**src/rtl/multicycle_controller_pkg.sv**
```systemverilog
// multicycle_controller_pkg: shared state, opcode/funct, ALU and mux-select encodings
package multicycle_controller_pkg;

  typedef enum logic [3:0] {
    S_FETCH,
    S_DECODE,
    S_MEMADR,
    S_MEMRD,
    S_MEMWB,
    S_MEMWR,
    S_EXECUTE,
    S_ALUWB,
    S_BEQ,
    S_ADDIEX,
    S_ADDIWB,
    S_JUMP
  } state_t;

  localparam logic [5:0] OP_RTYPE = 6'b000000;
  localparam logic [5:0] OP_LW    = 6'b100011;
  localparam logic [5:0] OP_SW    = 6'b101011;
  localparam logic [5:0] OP_BEQ   = 6'b000100;
  localparam logic [5:0] OP_ADDI  = 6'b001000;
  localparam logic [5:0] OP_J     = 6'b000010;

  localparam logic [5:0] FN_ADD = 6'b100000;
  localparam logic [5:0] FN_SUB = 6'b100010;
  localparam logic [5:0] FN_AND = 6'b100100;
  localparam logic [5:0] FN_OR  = 6'b100101;
  localparam logic [5:0] FN_SLT = 6'b101010;

  localparam logic [2:0] ALU_ADD = 3'b010;
  localparam logic [2:0] ALU_SUB = 3'b110;
  localparam logic [2:0] ALU_AND = 3'b000;
  localparam logic [2:0] ALU_OR  = 3'b001;
  localparam logic [2:0] ALU_SLT = 3'b111;

  localparam logic       SRCA_PC  = 1'b0;
  localparam logic       SRCA_REG = 1'b1;

  localparam logic [1:0] SRCB_REG     = 2'b00;
  localparam logic [1:0] SRCB_FOUR    = 2'b01;
  localparam logic [1:0] SRCB_IMM     = 2'b10;
  localparam logic [1:0] SRCB_IMM_SH2 = 2'b11;

  localparam logic [1:0] PC_ALU    = 2'b00;
  localparam logic [1:0] PC_ALUOUT = 2'b01;
  localparam logic [1:0] PC_JUMP   = 2'b10;

  typedef struct packed {
    logic [2:0] alu_ctrl;
    logic       alu_src_a;
    logic [1:0] alu_src_b;
    logic [1:0] pc_src;
    logic       pc_write;
    logic       branch;
    logic       ir_write;
    logic       mem_write;
    logic       reg_write;
    logic       iord;
    logic       reg_dst;
    logic       mem_to_reg;
    logic       illegal;
  } ctrl_t;

  // Quiescent control word: every enable and select low, ALU adding.
  function automatic ctrl_t ctrl_idle();
    ctrl_t c;
    c           = '0;
    c.alu_ctrl  = ALU_ADD;
    c.alu_src_a = SRCA_PC;
    c.alu_src_b = SRCB_REG;
    c.pc_src    = PC_ALU;
    return c;
  endfunction

  function automatic logic is_legal_op(input logic [5:0] op);
    return op == OP_RTYPE || op == OP_LW || op == OP_SW ||
           op == OP_BEQ || op == OP_ADDI || op == OP_J;
  endfunction

endpackage

```
**src/rtl/alu_decoder.sv**
```systemverilog
// alu_decoder: R-type funct field to ALU operation, flags unsupported funct
module alu_decoder
  import multicycle_controller_pkg::*;
(
  input  logic [5:0] i_funct,
  output logic [2:0] o_alu_ctrl,
  output logic       o_bad
);

  // Unknown funct falls back to add and raises the bad flag.
  always_comb begin
    o_alu_ctrl = i_funct == FN_SUB ? ALU_SUB :
                 i_funct == FN_AND ? ALU_AND :
                 i_funct == FN_OR  ? ALU_OR  :
                 i_funct == FN_SLT ? ALU_SLT : ALU_ADD;
    o_bad      = !(i_funct == FN_ADD || i_funct == FN_SUB || i_funct == FN_AND ||
                   i_funct == FN_OR  || i_funct == FN_SLT);
  end

endmodule

```
**src/rtl/multicycle_controller.sv**
```systemverilog
// multicycle_controller: MIPS-style multicycle control FSM (fetch/decode/execute/memory/writeback)
module multicycle_controller
  import multicycle_controller_pkg::*;
(
  input  logic       clk,
  input  logic       rst_n,
  input  logic [5:0] opcode,
  input  logic [5:0] funct,
  input  logic       zero,
  input  logic       mem_ready,
  output logic [2:0] alu_ctrl,
  output logic       alu_src_a,
  output logic [1:0] alu_src_b,
  output logic [1:0] pc_src,
  output logic       pc_en,
  output logic       ir_write,
  output logic       mem_write,
  output logic       reg_write,
  output logic       iord,
  output logic       reg_dst,
  output logic       mem_to_reg,
  output logic       illegal
);

  state_t     r_state;
  state_t     w_next;
  ctrl_t      w_ctrl;
  ctrl_t      w_out;
  logic [2:0] w_dec_ctrl;
  logic       w_dec_bad;

  alu_decoder u_alu_decoder (
    .i_funct    (funct),
    .o_alu_ctrl (w_dec_ctrl),
    .o_bad      (w_dec_bad)
  );

  // State register; reset parks the FSM in FETCH without waiting for a clock.
  always_ff @(posedge clk or negedge rst_n) begin
    if (!rst_n) r_state <= S_FETCH;
    else        r_state <= w_next;
  end

  // Next-state: memory states stall on mem_ready, DECODE dispatches on opcode.
  always_comb begin
    w_next = S_FETCH;
    case (r_state)
      S_FETCH:   w_next = mem_ready ? S_DECODE : S_FETCH;
      S_DECODE:  w_next = (opcode == OP_LW || opcode == OP_SW) ? S_MEMADR  :
                          opcode == OP_RTYPE                   ? S_EXECUTE :
                          opcode == OP_BEQ                     ? S_BEQ     :
                          opcode == OP_ADDI                    ? S_ADDIEX  :
                          opcode == OP_J                       ? S_JUMP    : S_FETCH;
      S_MEMADR:  w_next = opcode == OP_LW ? S_MEMRD : S_MEMWR;
      S_MEMRD:   w_next = mem_ready ? S_MEMWB : S_MEMRD;
      S_MEMWR:   w_next = mem_ready ? S_FETCH : S_MEMWR;
      S_EXECUTE: w_next = S_ALUWB;
      S_ADDIEX:  w_next = S_ADDIWB;
      default:   w_next = S_FETCH;
    endcase
  end

  // Per-state control word; anything not named stays at the idle value.
  always_comb begin
    w_ctrl = ctrl_idle();
    case (r_state)
      S_FETCH: begin
        w_ctrl.alu_src_b = SRCB_FOUR;
        w_ctrl.ir_write  = mem_ready;
        w_ctrl.pc_write  = mem_ready;
      end
      S_DECODE: begin
        w_ctrl.alu_src_b = SRCB_IMM_SH2;
        w_ctrl.illegal   = !is_legal_op(opcode);
      end
      S_MEMADR, S_ADDIEX: begin
        w_ctrl.alu_src_a = SRCA_REG;
        w_ctrl.alu_src_b = SRCB_IMM;
      end
      S_MEMRD: w_ctrl.iord = 1'b1;
      S_MEMWB: begin
        w_ctrl.reg_write  = 1'b1;
        w_ctrl.mem_to_reg = 1'b1;
      end
      S_MEMWR: begin
        w_ctrl.iord      = 1'b1;
        w_ctrl.mem_write = 1'b1;
      end
      S_EXECUTE: begin
        w_ctrl.alu_src_a = SRCA_REG;
        w_ctrl.alu_src_b = SRCB_REG;
        w_ctrl.alu_ctrl  = w_dec_ctrl;
        w_ctrl.illegal   = w_dec_bad;
      end
      S_ALUWB: begin
        w_ctrl.reg_write = 1'b1;
        w_ctrl.reg_dst   = 1'b1;
      end
      S_BEQ: begin
        w_ctrl.alu_src_a = SRCA_REG;
        w_ctrl.alu_src_b = SRCB_REG;
        w_ctrl.alu_ctrl  = ALU_SUB;
        w_ctrl.branch    = 1'b1;
        w_ctrl.pc_src    = PC_ALUOUT;
      end
      S_ADDIWB: w_ctrl.reg_write = 1'b1;
      S_JUMP: begin
        w_ctrl.pc_src   = PC_JUMP;
        w_ctrl.pc_write = 1'b1;
      end
      default: w_ctrl = ctrl_idle();
    endcase
  end

  // Holding reset forces the idle word so no enable can leak out while rst_n is low.
  assign w_out      = rst_n ? w_ctrl : ctrl_idle();
  assign alu_ctrl   = w_out.alu_ctrl;
  assign alu_src_a  = w_out.alu_src_a;
  assign alu_src_b  = w_out.alu_src_b;
  assign pc_src     = w_out.pc_src;
  assign pc_en      = w_out.pc_write | (w_out.branch & zero);
  assign ir_write   = w_out.ir_write;
  assign mem_write  = w_out.mem_write;
  assign reg_write  = w_out.reg_write;
  assign iord       = w_out.iord;
  assign reg_dst    = w_out.reg_dst;
  assign mem_to_reg = w_out.mem_to_reg;
  assign illegal    = w_out.illegal;

endmodule

```
**config.mk**
```make
export PLATFORM = sky130hd
export DESIGN_NAME = multicycle_controller
export DESIGN_NICKNAME = d
export VERILOG_FILES = /design/src/rtl/multicycle_controller_pkg.sv /design/src/rtl/alu_decoder.sv /design/src/rtl/multicycle_controller.sv
export SDC_FILE = /design/constraint.sdc
export NUM_CORES = 1
export LEC_CHECK = 0
export CAP_MARGIN = 15
export CORE_UTILIZATION = 44
export DETAILED_ROUTE_END_ITERATION = 8
export HOLD_SLACK_MARGIN = 0.03
export PLACE_DENSITY_LB_ADDON = 0.3
export SYNTH_ARGS = -nofsm -noshare
export SYNTH_HDL_FRONTEND = slang
export SYNTH_SLANG_ARGS = --single-unit
```
**constraint.sdc**
```tcl
create_clock -name clk -period 3.2 [get_ports clk]
set_input_delay 0.64 -clock clk [delete_from_list [all_inputs] [get_ports clk]]
set_output_delay 0.64 -clock clk [all_outputs]
set_load 0.02 [all_outputs]
```
* Word-level counts from Yosys, hierarchy flattened
Index checks and enable logic that the tools add are counted.
** Word-level totals
- Register bits after elaboration :: 4
- Bits of input ports :: 16
- Word-level logic and storage cells :: 70
** Operators by class
- Equal/unequal tests :: 21
- Multiplexer cells :: 28
- Bitwise logic cells :: 2
- Reductions and logical operators :: 18
** Operator list (number)
- equality test 6 bit, second input constant :: 7
- one-hot mux 4 bit (7 select lines) :: 1
- two-way mux 3 bit :: 7
- two-way mux 4 bit :: 5
- two-way mux 17 bit :: 1
- equality test 4 x 3 -> 1 bit, second input constant :: 4
- equality test 4 bit, second input constant :: 4
- logical OR 1 bit :: 10
- two-way mux 1 bit :: 9
- equality test 4 x 2 -> 1 bit, second input constant :: 2
- equality test 6 x 2 -> 1 bit, second input constant :: 1
- equality test 6 x 3 -> 1 bit, second input constant :: 1
- equality test 6 x 4 -> 1 bit, second input constant :: 1
- logical NOT 6 bit :: 1
- one-hot mux 2 bit (3 select lines) :: 1
- one-hot mux 3 bit (2 select lines) :: 1
- equality test 4 x 1 -> 1 bit, second input constant :: 1
- logical NOT 4 bit :: 1
- one-hot mux 1 bit (2 select lines) :: 2
- one-hot mux 2 bit (2 select lines) :: 1
- OR reduction 2 bit :: 2
- OR reduction 4 bit :: 1
- OR reduction 3 bit :: 1
- logical NOT 1 bit :: 2
- 2 further kinds :: 2

* Depth between registers and ports, before layout
Gate-level depths: netlist (run 1).
- Depth in word-level cells :: 11
- Gate-level depth with buffers :: 5
- Gate-level depth less buffers :: 3

* Modules after synthesis
A second synthesis (run 1) with hierarchy kept.
** Second synthesis, totals
- Cell total of the unflattened synthesis :: 89
- Area, all modules :: 621.8 µm²
** By module, submodules not included
- multicycle_controller :: instances 1, cells each 79, area an instance 539.3 µm², seq. area each 100.1 µm²
- alu_decoder :: instances 1, cells each 10, area an instance 82.6 µm², seq. area each 0.0 µm²

* Worst setup path before layout (run 1)
No wires, ideal clock.
- Path kind :: input-to-output
- Start point :: input mem_ready
- End point :: output pc_en
- Data arrival time :: 1.533 ns
- Required time :: 2.560 ns
- Path slack :: 1.027 ns
- Stages on the path :: 4
- Path buffers :: 1
- Path through :: buf_2 mux2i_1 or3_1 a21oi_1
** On the way
- Cells in the longest elaborated chain, start to end :: 3
** Ends and longest elaborated chain
- start, declared :: RTL line multicycle_controller.sv:10 : input logic mem_ready,
- one-hot mux 1 bit (2 select lines) :: RTL line multicycle_controller.sv:66 : case (r_state)
- two-way mux 17 bit :: RTL line multicycle_controller.sv:116 : assign w_out = rst_n ? w_ctrl : ctrl_idle();
- bitwise OR 1 bit :: RTL line multicycle_controller.sv:121 : assign pc_en = w_out.pc_write | (w_out.branch & zero);
- end, declared :: RTL line multicycle_controller.sv:15 : output logic pc_en,
Every way passes these cells.

* Worst setup path in the final report (run 1)
- Start point :: input opcode[0]
- End point :: output illegal
** On the way
- Cells in the longest elaborated chain, start to end :: 9
- Elaborated cells on any way between the ends :: 14
- Classes of those cells :: 5 x eq/ne; 2 x mux; 7 x reduce/logical
** Ends and longest elaborated chain
- start, declared :: RTL line multicycle_controller.sv:7 : input logic [5:0] opcode,
- equality test 6 bit / logical NOT 6 bit (equally long branches) :: RTL line multicycle_controller_pkg.sv:78 : return op == OP_RTYPE || op == OP_LW || op == OP_SW ||
- logical OR 1 bit (3 in a row) :: RTL line multicycle_controller_pkg.sv:78
- logical OR 1 bit :: RTL line multicycle_controller_pkg.sv:79 : op == OP_BEQ || op == OP_ADDI || op == OP_J;
- logical OR 1 bit * :: RTL line multicycle_controller_pkg.sv:79
- logical NOT 1 bit * :: RTL line multicycle_controller.sv:74 : w_ctrl.illegal = !is_legal_op(opcode);
- one-hot mux 1 bit (2 select lines) * :: RTL line multicycle_controller.sv:66
- two-way mux 17 bit * :: RTL line multicycle_controller.sv:116
- end, declared :: RTL line multicycle_controller.sv:22 : output logic illegal
Mark *: on every way between the ends. The rest lies on a longest branch, timed or not.

==> metrics.md, run 1 <==
| Metric | Value |
|---|---|
| Outcome | finished clean |
| I/O pins | 32 |
| VDD IR max | slightly below 0.2 mV |
| Antenna-violating nets left | 0 |
| Die ar. | between 0.0015 and 0.002 mm² |
| Worst Path Required | between 2000 and 3000 ps |
| Vias after detailed routing | 850 |
| Synth cell count leaders | 10 x nor3_1, 7 x a21oi_1, 7 x nor2_1 |
| Endpoints failing hold | 0 |
| Clock share of power | 25.9% |
| Routability Congestion | 0.846 |
| Core ar. | 0.00152 mm² |
| WP data arrival | about 2400 ps |
| Die width | roughly 43 µm |
| First drt pass iteration count | 4 |
| Max_slew headroom | between 60 and 70% |
| Fin worst setup slack | ~140 ps |
| WL final | between 1.5 and 2 mm |
| R2R cell count | 3 |
| Synth top area cells | dfrtp_1 14%, nor3_1 6.9%, nand3b_1 5.2%, a21oi_1 4.8%, buf_6 4.7% |
| Global-route wire length before repair | 3.26 mm |
| Maximum root-to-sink buffer count | 2 |
| Top Registers | r_state (4) |
| Cell Rows | 14 |
| HPWL after DPL | about 1.4 mm |
| Number of flops mapped to enable cells by yosys | 0 |
| Max_cap viols | 0 |
| Main combinational cell family by area after synthesis | simple AND/OR/NAND/NOR gates |
| Final slew viol count | 0 |
| Adder-cell share of the synthesized area | 0% |
| Met1 GRT Util | between 20% and 30% |
| CTS clk-pin slew, worst paths | about 40 ps |
| Synth Net Count | 110 |
| Yosys top cell area share | ~14% |
| Post-synthesis mux area share | under 10% |
| Flops & latches, synth | 4 |
| GRT Max-Usage Layer | met2 |
| Part of the cycle the worst path needs | between 90 and 100% |
| Logic gate share of total power | ~46% |
| Final Core Density | 69.5% |
| 1st-iter DRT viols | 22 |
| Post-synth cell types | 43 |
| CP endpoint kind | output port |
| Leak | about 0.00039 µW |
| H-tree lvl count | 1 |
| XOR/XNOR share of the synthesized area | roughly 2.4% |
| Initial antenna violation count | 0 |
| Clk sink count | 4 |
| Area grow syn2layout | 46.1% |
| Compound-Gate Fraction of Synth Area | around 20% |
| Routing usage on met3 | around 3.9% |
| Starting Density | 47.5% |
| Post-Syn Instances | 94 |
| HP Class | primary input to asynchronous set/reset pin |
| Max FFs per register | 4 |
| GR Overflow Total | 0 |
| Vias/cell | roughly 6.0 |
| Psw | 89.8 µW |
| Synth Area in Simple Gates | a little over half |
| Async S/R FF share, synth | between 90% and 100% |
| Top reg by flops | r_state |
| Mapped Avg Cell Area | approximately 7.7 µm² |
| Fraction of layout cells with a size suffix above 1 | between 10 and 15% |
| Design Power | 244 µW |
| RSZ-0062 raised after global routing | no |
| Most common cell in the synthesized netlist | nor3_1 |
| Yosys warnings | 0 |
| Max Clock Freq | between 0.3 and 0.4 GHz |
| Post-DR wirelength/cell | roughly 14 µm |
| Cell area after synthesis | 724 µm² |
| Least-Margin Pin Slew | 564 ps |
| Power density cells | ~230 mW/mm² |
| WS Path Type | primary input to output port |
| CTS tree | built |
| Top_reg_cell synth | dfrtp_1 |
| Antenna Cells | 0 |
| Vias in the first global route | 767 |
| Root Buffer | clkbuf_4 |
| Largest net degree at the start of global routing | 22 |
| Largest area contributor in the synthesized netlist | dfrtp_1 |
| Total CTS buffers | 3 |
| Period minus WS final | 3060 ps |
| Dpl ws | about 80 ps |
| I/O Buffers | 31 |
| Tot GR Track Use | about a quarter |
| Final setup fails | 0 |
| Register area share after synthesis | ~14% |
| Total negative slack | 0 ps |
| Sw frac | 36.8% |
| Final Net Count | around 140 |
| Final clock skew | roughly 2.7 ps |
| Int Pwr | 154 µW |
| Crit path max fanout | 5 |
| Met2 Track Usage GR | between 40% and 50% |
| Sequential share of power | between 20% and 30% |
| Setup crit start kind | primary input |
| Die Height | about 43 µm |
| # fillers | around 120 |
| Residual DRC | 0 |
| Clk_lat worst skew | around 240 ps |
-- cell usage in the layout (no fill, tap or decap), drive strengths merged, types with 3 or more instances in the layout --
master	count
nand3	4
nor3	10
nand2b	4
nor3b	4
a21oi	7
nand3b	6
dfrtp	4
nor2	7
buf	5
clkbuf	3
nor4	3
clkdlybuf4s50	30
nand2	5
-- power by group through the flow --
stage	Sequential, µW	Clock (µW)	Combinational, µW
global route	71.4	70.2	121
finish	69.6	63.3	111
global placement	69.7	0	107
CTS	69.5	63.4	112
detailed placement	70.0	0	110
floorplan	58.4	0	74.6
-- layer usage --
metal	routed length [µm]	part of all wire, %
met5	0	0
met4	31	1.6
met3	105	5.4
met2	1050	53
met1	772	40
-- layout make-up --
| type | count | area (µm²) | share of cell area, % |
|---|---|---|---|
| timing repair buffer | 36 | 350 | 33.1 |
| clock buffer | 3 | 22.5 | 2.13 |
| sequential | 4 | 100 | 9.46 |
| multi-input combinational | 81 | 562 | 53.1 |
| inverter | 1 | 3.75 | 0.355 |
| tap | 16 | 20.0 | 1.89 |
-- cell families (layout without fill, tap and decap cells) --
kind of cell / after synthesis / in the layout
multiplexers: 2 / 2
buffers and inverters: 9 / 40
flip-flops: 4 / 4
XOR/XNOR: 2 / 2
AND/OR/NAND/NOR: 57 / 57
AO/OA/AOI/OAI: 20 / 20
-- worst paths after layout --
path	from	endpoint	slack, ps
max	opcode[0]	illegal	140
max in group asynchronous	rst_n	r_state[0]	2520
min in group clk	r_state[1]	r_state[3]	690
max reg2reg	r_state[0]	r_state[1]	1720
min	rst_n	r_state[3]	570
min reg2reg	r_state[1]	r_state[3]	690
-- critical path, cell delays in order --
cell and delay [ps]:
clkdlybuf4s50_1 480, or4_4 540, o211ai_2 140, o22ai_1 90, clkdlybuf4s50_1 540
-- through the flow --
| stage | hold slack (ps) | instances | area [µm²] |
|---|---|---|---|
| 4_1_cts | 683 | 141 | 1060 |
| 6_report | 572 | 141 | 1060 |
| 5_1_grt | 581 | 141 | 1060 |
| 2_1_floorplan | 344 | 94 | 724 |
| 3_3_place_gp | 661 | 138 | 1030 |
| 3_5_place_dp | 676 | 138 | 1030 |
-- timing repair --
item | CTS | global route
hold buffers | 0 | 0
endpoints found under the setup margin | 0 | 1
gates resized for setup | 0 | 1
buffers inserted | 0 | 0
Note: power is estimated with default switching activity, not from simulation.
==> inputs of run 2 (changes only) <==
--- a/config.mk
+++ b/config.mk
@@ -9,6 +9,7 @@
 export CORE_UTILIZATION = 44
 export DETAILED_ROUTE_END_ITERATION = 8
 export HOLD_SLACK_MARGIN = 0.03
+export MAX_ROUTING_LAYER = met4
 export PLACE_DENSITY_LB_ADDON = 0.3
 export SYNTH_ARGS = -nofsm -noshare
 export SYNTH_HDL_FRONTEND = slang
==> run 2 against run 1 <==
  * Routed wire length grew 1.0%
  * Combinational power is essentially flat
  * Global-route usage is 0.27 points higher
  * Register-to-register slack barely moved
  * Total power about the same
  * First-iteration DRC count fell by 14%
  * Largest power group unchanged
  * Final area is the same
  * Sequential share of layout area unchanged
  * Worst setup slack hardly changed
  * Sequential power is essentially flat
  * Highest routed layer unchanged
  * Non-clock buffer count unchanged
==> metrics.md, run 2 (same netlist as run 1, synthesis figures left out) <==
| Metric | Value |
|---|---|
| Final Net Count | 143 (unchanged) |
| Cts repair resizes | 0 (unchanged) |
| Endpoints failing hold | 0 (unchanged) |
| Dpl ws | 79.3 ps (unchanged) |
| Multi-input logic area | 562 µm² (unchanged) |
| Vias/cell | 5.99 (-0.59%) |
| Hold_buf cts | 0 (unchanged) |
| Power density cells | 231 mW/mm² (about the same) |
| Part of the cycle the worst path needs | 95.8% (about the same) |
| Maximum root-to-sink buffer count | 2 (unchanged) |
| Routability Congestion | 0.859 (+1.6%) |
| Initial antenna violation count | 0 (unchanged) |
| Vias in the first global route | 780 (+1.7%) |
| Fin worst setup slack | 135 ps (-0.223 ps) |
| HPWL after DPL | 1.41 mm (unchanged) |
| VDD IR max | 0.197 mV (-0.29%) |
| Commonest non-fill, non-tap cell in the layout | clkdlybuf4s50_1 |
| Max FFs per register | 4 (unchanged) |
| Final setup fails | 0 (unchanged) |
| Setup crit start kind | primary input |
| Worst flop-to-flop path endpoint | r_state[1] |
| Register area | 100 µm² (unchanged) |
| Fraction of layout cells with a size suffix above 1 | 12.8% (unchanged) |
| CP endpoint kind | output port |
| Least-Margin Pin Slew | 583 ps (+19.3 ps) |
| Vias after detailed routing | 845 (-0.59%) |
| CTS clk-pin slew, worst paths | 40 ps (about the same) |
| First drt pass iteration count | 6 (+2) |
| Largest net degree at the start of global routing | 22 (unchanged) |
| Area grow syn2layout | 46.1% (unchanged) |
| I/O pins | 32 (unchanged) |
| WP data arrival | 2420 ps (about the same) |
| Max_cap viols | 0 (unchanged) |
| Cell Rows | 14 (unchanged) |
| Core ar. | 0.00152 mm² (unchanged) |
| Post-DR wirelength/cell | 14.0 µm (+1.0%) |
| Total negative slack | 0 ps (unchanged) |
| GR Overflow Total | 0 (unchanged) |
| Antenna Cells | 0 (unchanged) |
| Starting Density | 47.5% (unchanged) |
| WL final | 1.97 mm (+1.0%) |
| Antenna-violating nets left | 0 (unchanged) |
| Max Clock Freq | 0.326 GHz (about the same) |
| Tot GR Track Use | 23.6% (+0.27 points) |
| Clk_lat worst skew | 240 ps (about the same) |
| Post-CTS Repair Setup Buffers | 0 (unchanged) |
| Final clock skew | 2.62 ps (-0.0807 ps) |
| Residual DRC | 0 (unchanged) |
| WS Path Type | primary input to output port |
| Period minus WS final | 3060 ps (+0.223 ps) |
| Global-route wire length before repair | 3.24 mm (-0.61%) |
| H-tree lvl count | 1 (unchanged) |
| Crit path max fanout | 5 (unchanged) |
| Top reg by flops | r_state |
| Die width | 42.6 µm (unchanged) |
| R2R cell count | 3 (unchanged) |
| Root Buffer | clkbuf_4 |
| I/O Buffers | 31 (unchanged) |
| Total CTS buffers | 3 (unchanged) |
| HP Class | primary input to asynchronous set/reset pin |
| Clk sink count | 4 (unchanged) |
| Most frequent cells in the layout | 30 x clkdlybuf4s50_1, 10 x nor3_1, 7 x nor2_1, 7 x a21oi_1 |
| Origin of the critical flop-to-flop path | r_state[0] |
| Max_slew headroom | 61.1% (-1.3 points) |
| Outcome | finished clean |
| 1st-iter DRT viols | 19 (-14%) |
| Worst Path Required | 2560 ps (about the same) |
| Leak | 0.000391 µW (unchanged) |
| Die Height | 42.6 µm (unchanged) |
| RSZ-0062 raised after global routing | no |
| CTS tree | built |
| # fillers | 123 (unchanged) |
| Top Registers | r_state (4) |
| R2r setup slk | 1720 ps (about the same) |
| Final slew viol count | 0 (unchanged) |
| Die ar. | 0.00181 mm² (unchanged) |
==> run 2: final cells by class <==
class	count	area share, %
inverters	1	0.355
repair buffers	36	33.1
well taps	16	1.89
clock buffers	3	2.13
multi-input cells	81	53.1
flip-flops and latches	4	9.46
==> run 2: worst max path at each step <==
stage | cells after the start | endpoint | start
after floorplan | 4 | pc_en | mem_ready
after detailed placement | 5 | alu_ctrl[0] | rst_n
after CTS | 5 | alu_ctrl[0] | rst_n
after global routing | 5 | illegal | opcode[1]
after global placement | 5 | alu_ctrl[0] | rst_n
final | 5 | illegal | opcode[0]
==> run 2: per-stage QoR <==
step / hold WS (ps) / std cells / cell area, µm² / util [%] / power [µW]
6_report: 573 / 141 / 1060 / 69.5 / 244
5_1_grt: 581 / 141 / 1060 / 69.5 / 262
4_1_cts: 683 / 141 / 1060 / 69.3 / 245
3_5_place_dp: 676 / 138 / 1030 / 67.8 / 180
3_3_place_gp: 661 / 138 / 1030 / 67.8 / 177
2_1_floorplan: 344 / 94 / 724 / - / 133
==> run 2: layer usage <==
layer  part of all wire [%]  wire, µm  track usage [%]
met4                    1.8        36             12.5
met3                    4.7        92             2.59
met5                      0         0                -
met1                     42       821             27.6
met2                     52      1020             39.4
==> run 2: power by group <==
part | switching [µW] | total, µW | internal, µW | leakage (µW)
Clock | 21.2 | 63.2 | 42.0 | 0.0000138
Sequential | 15.5 | 69.6 | 54.1 | 0.0000543
Combinational | 53.1 | 112 | 58.4 | 0.000323
==> run 2: worst max-delay path, cell delays in order <==
cell and delay [ps]:
clkdlybuf4s50_1 480, or4_4 540, o211ai_2 140, o22ai_1 90, clkdlybuf4s50_1 540
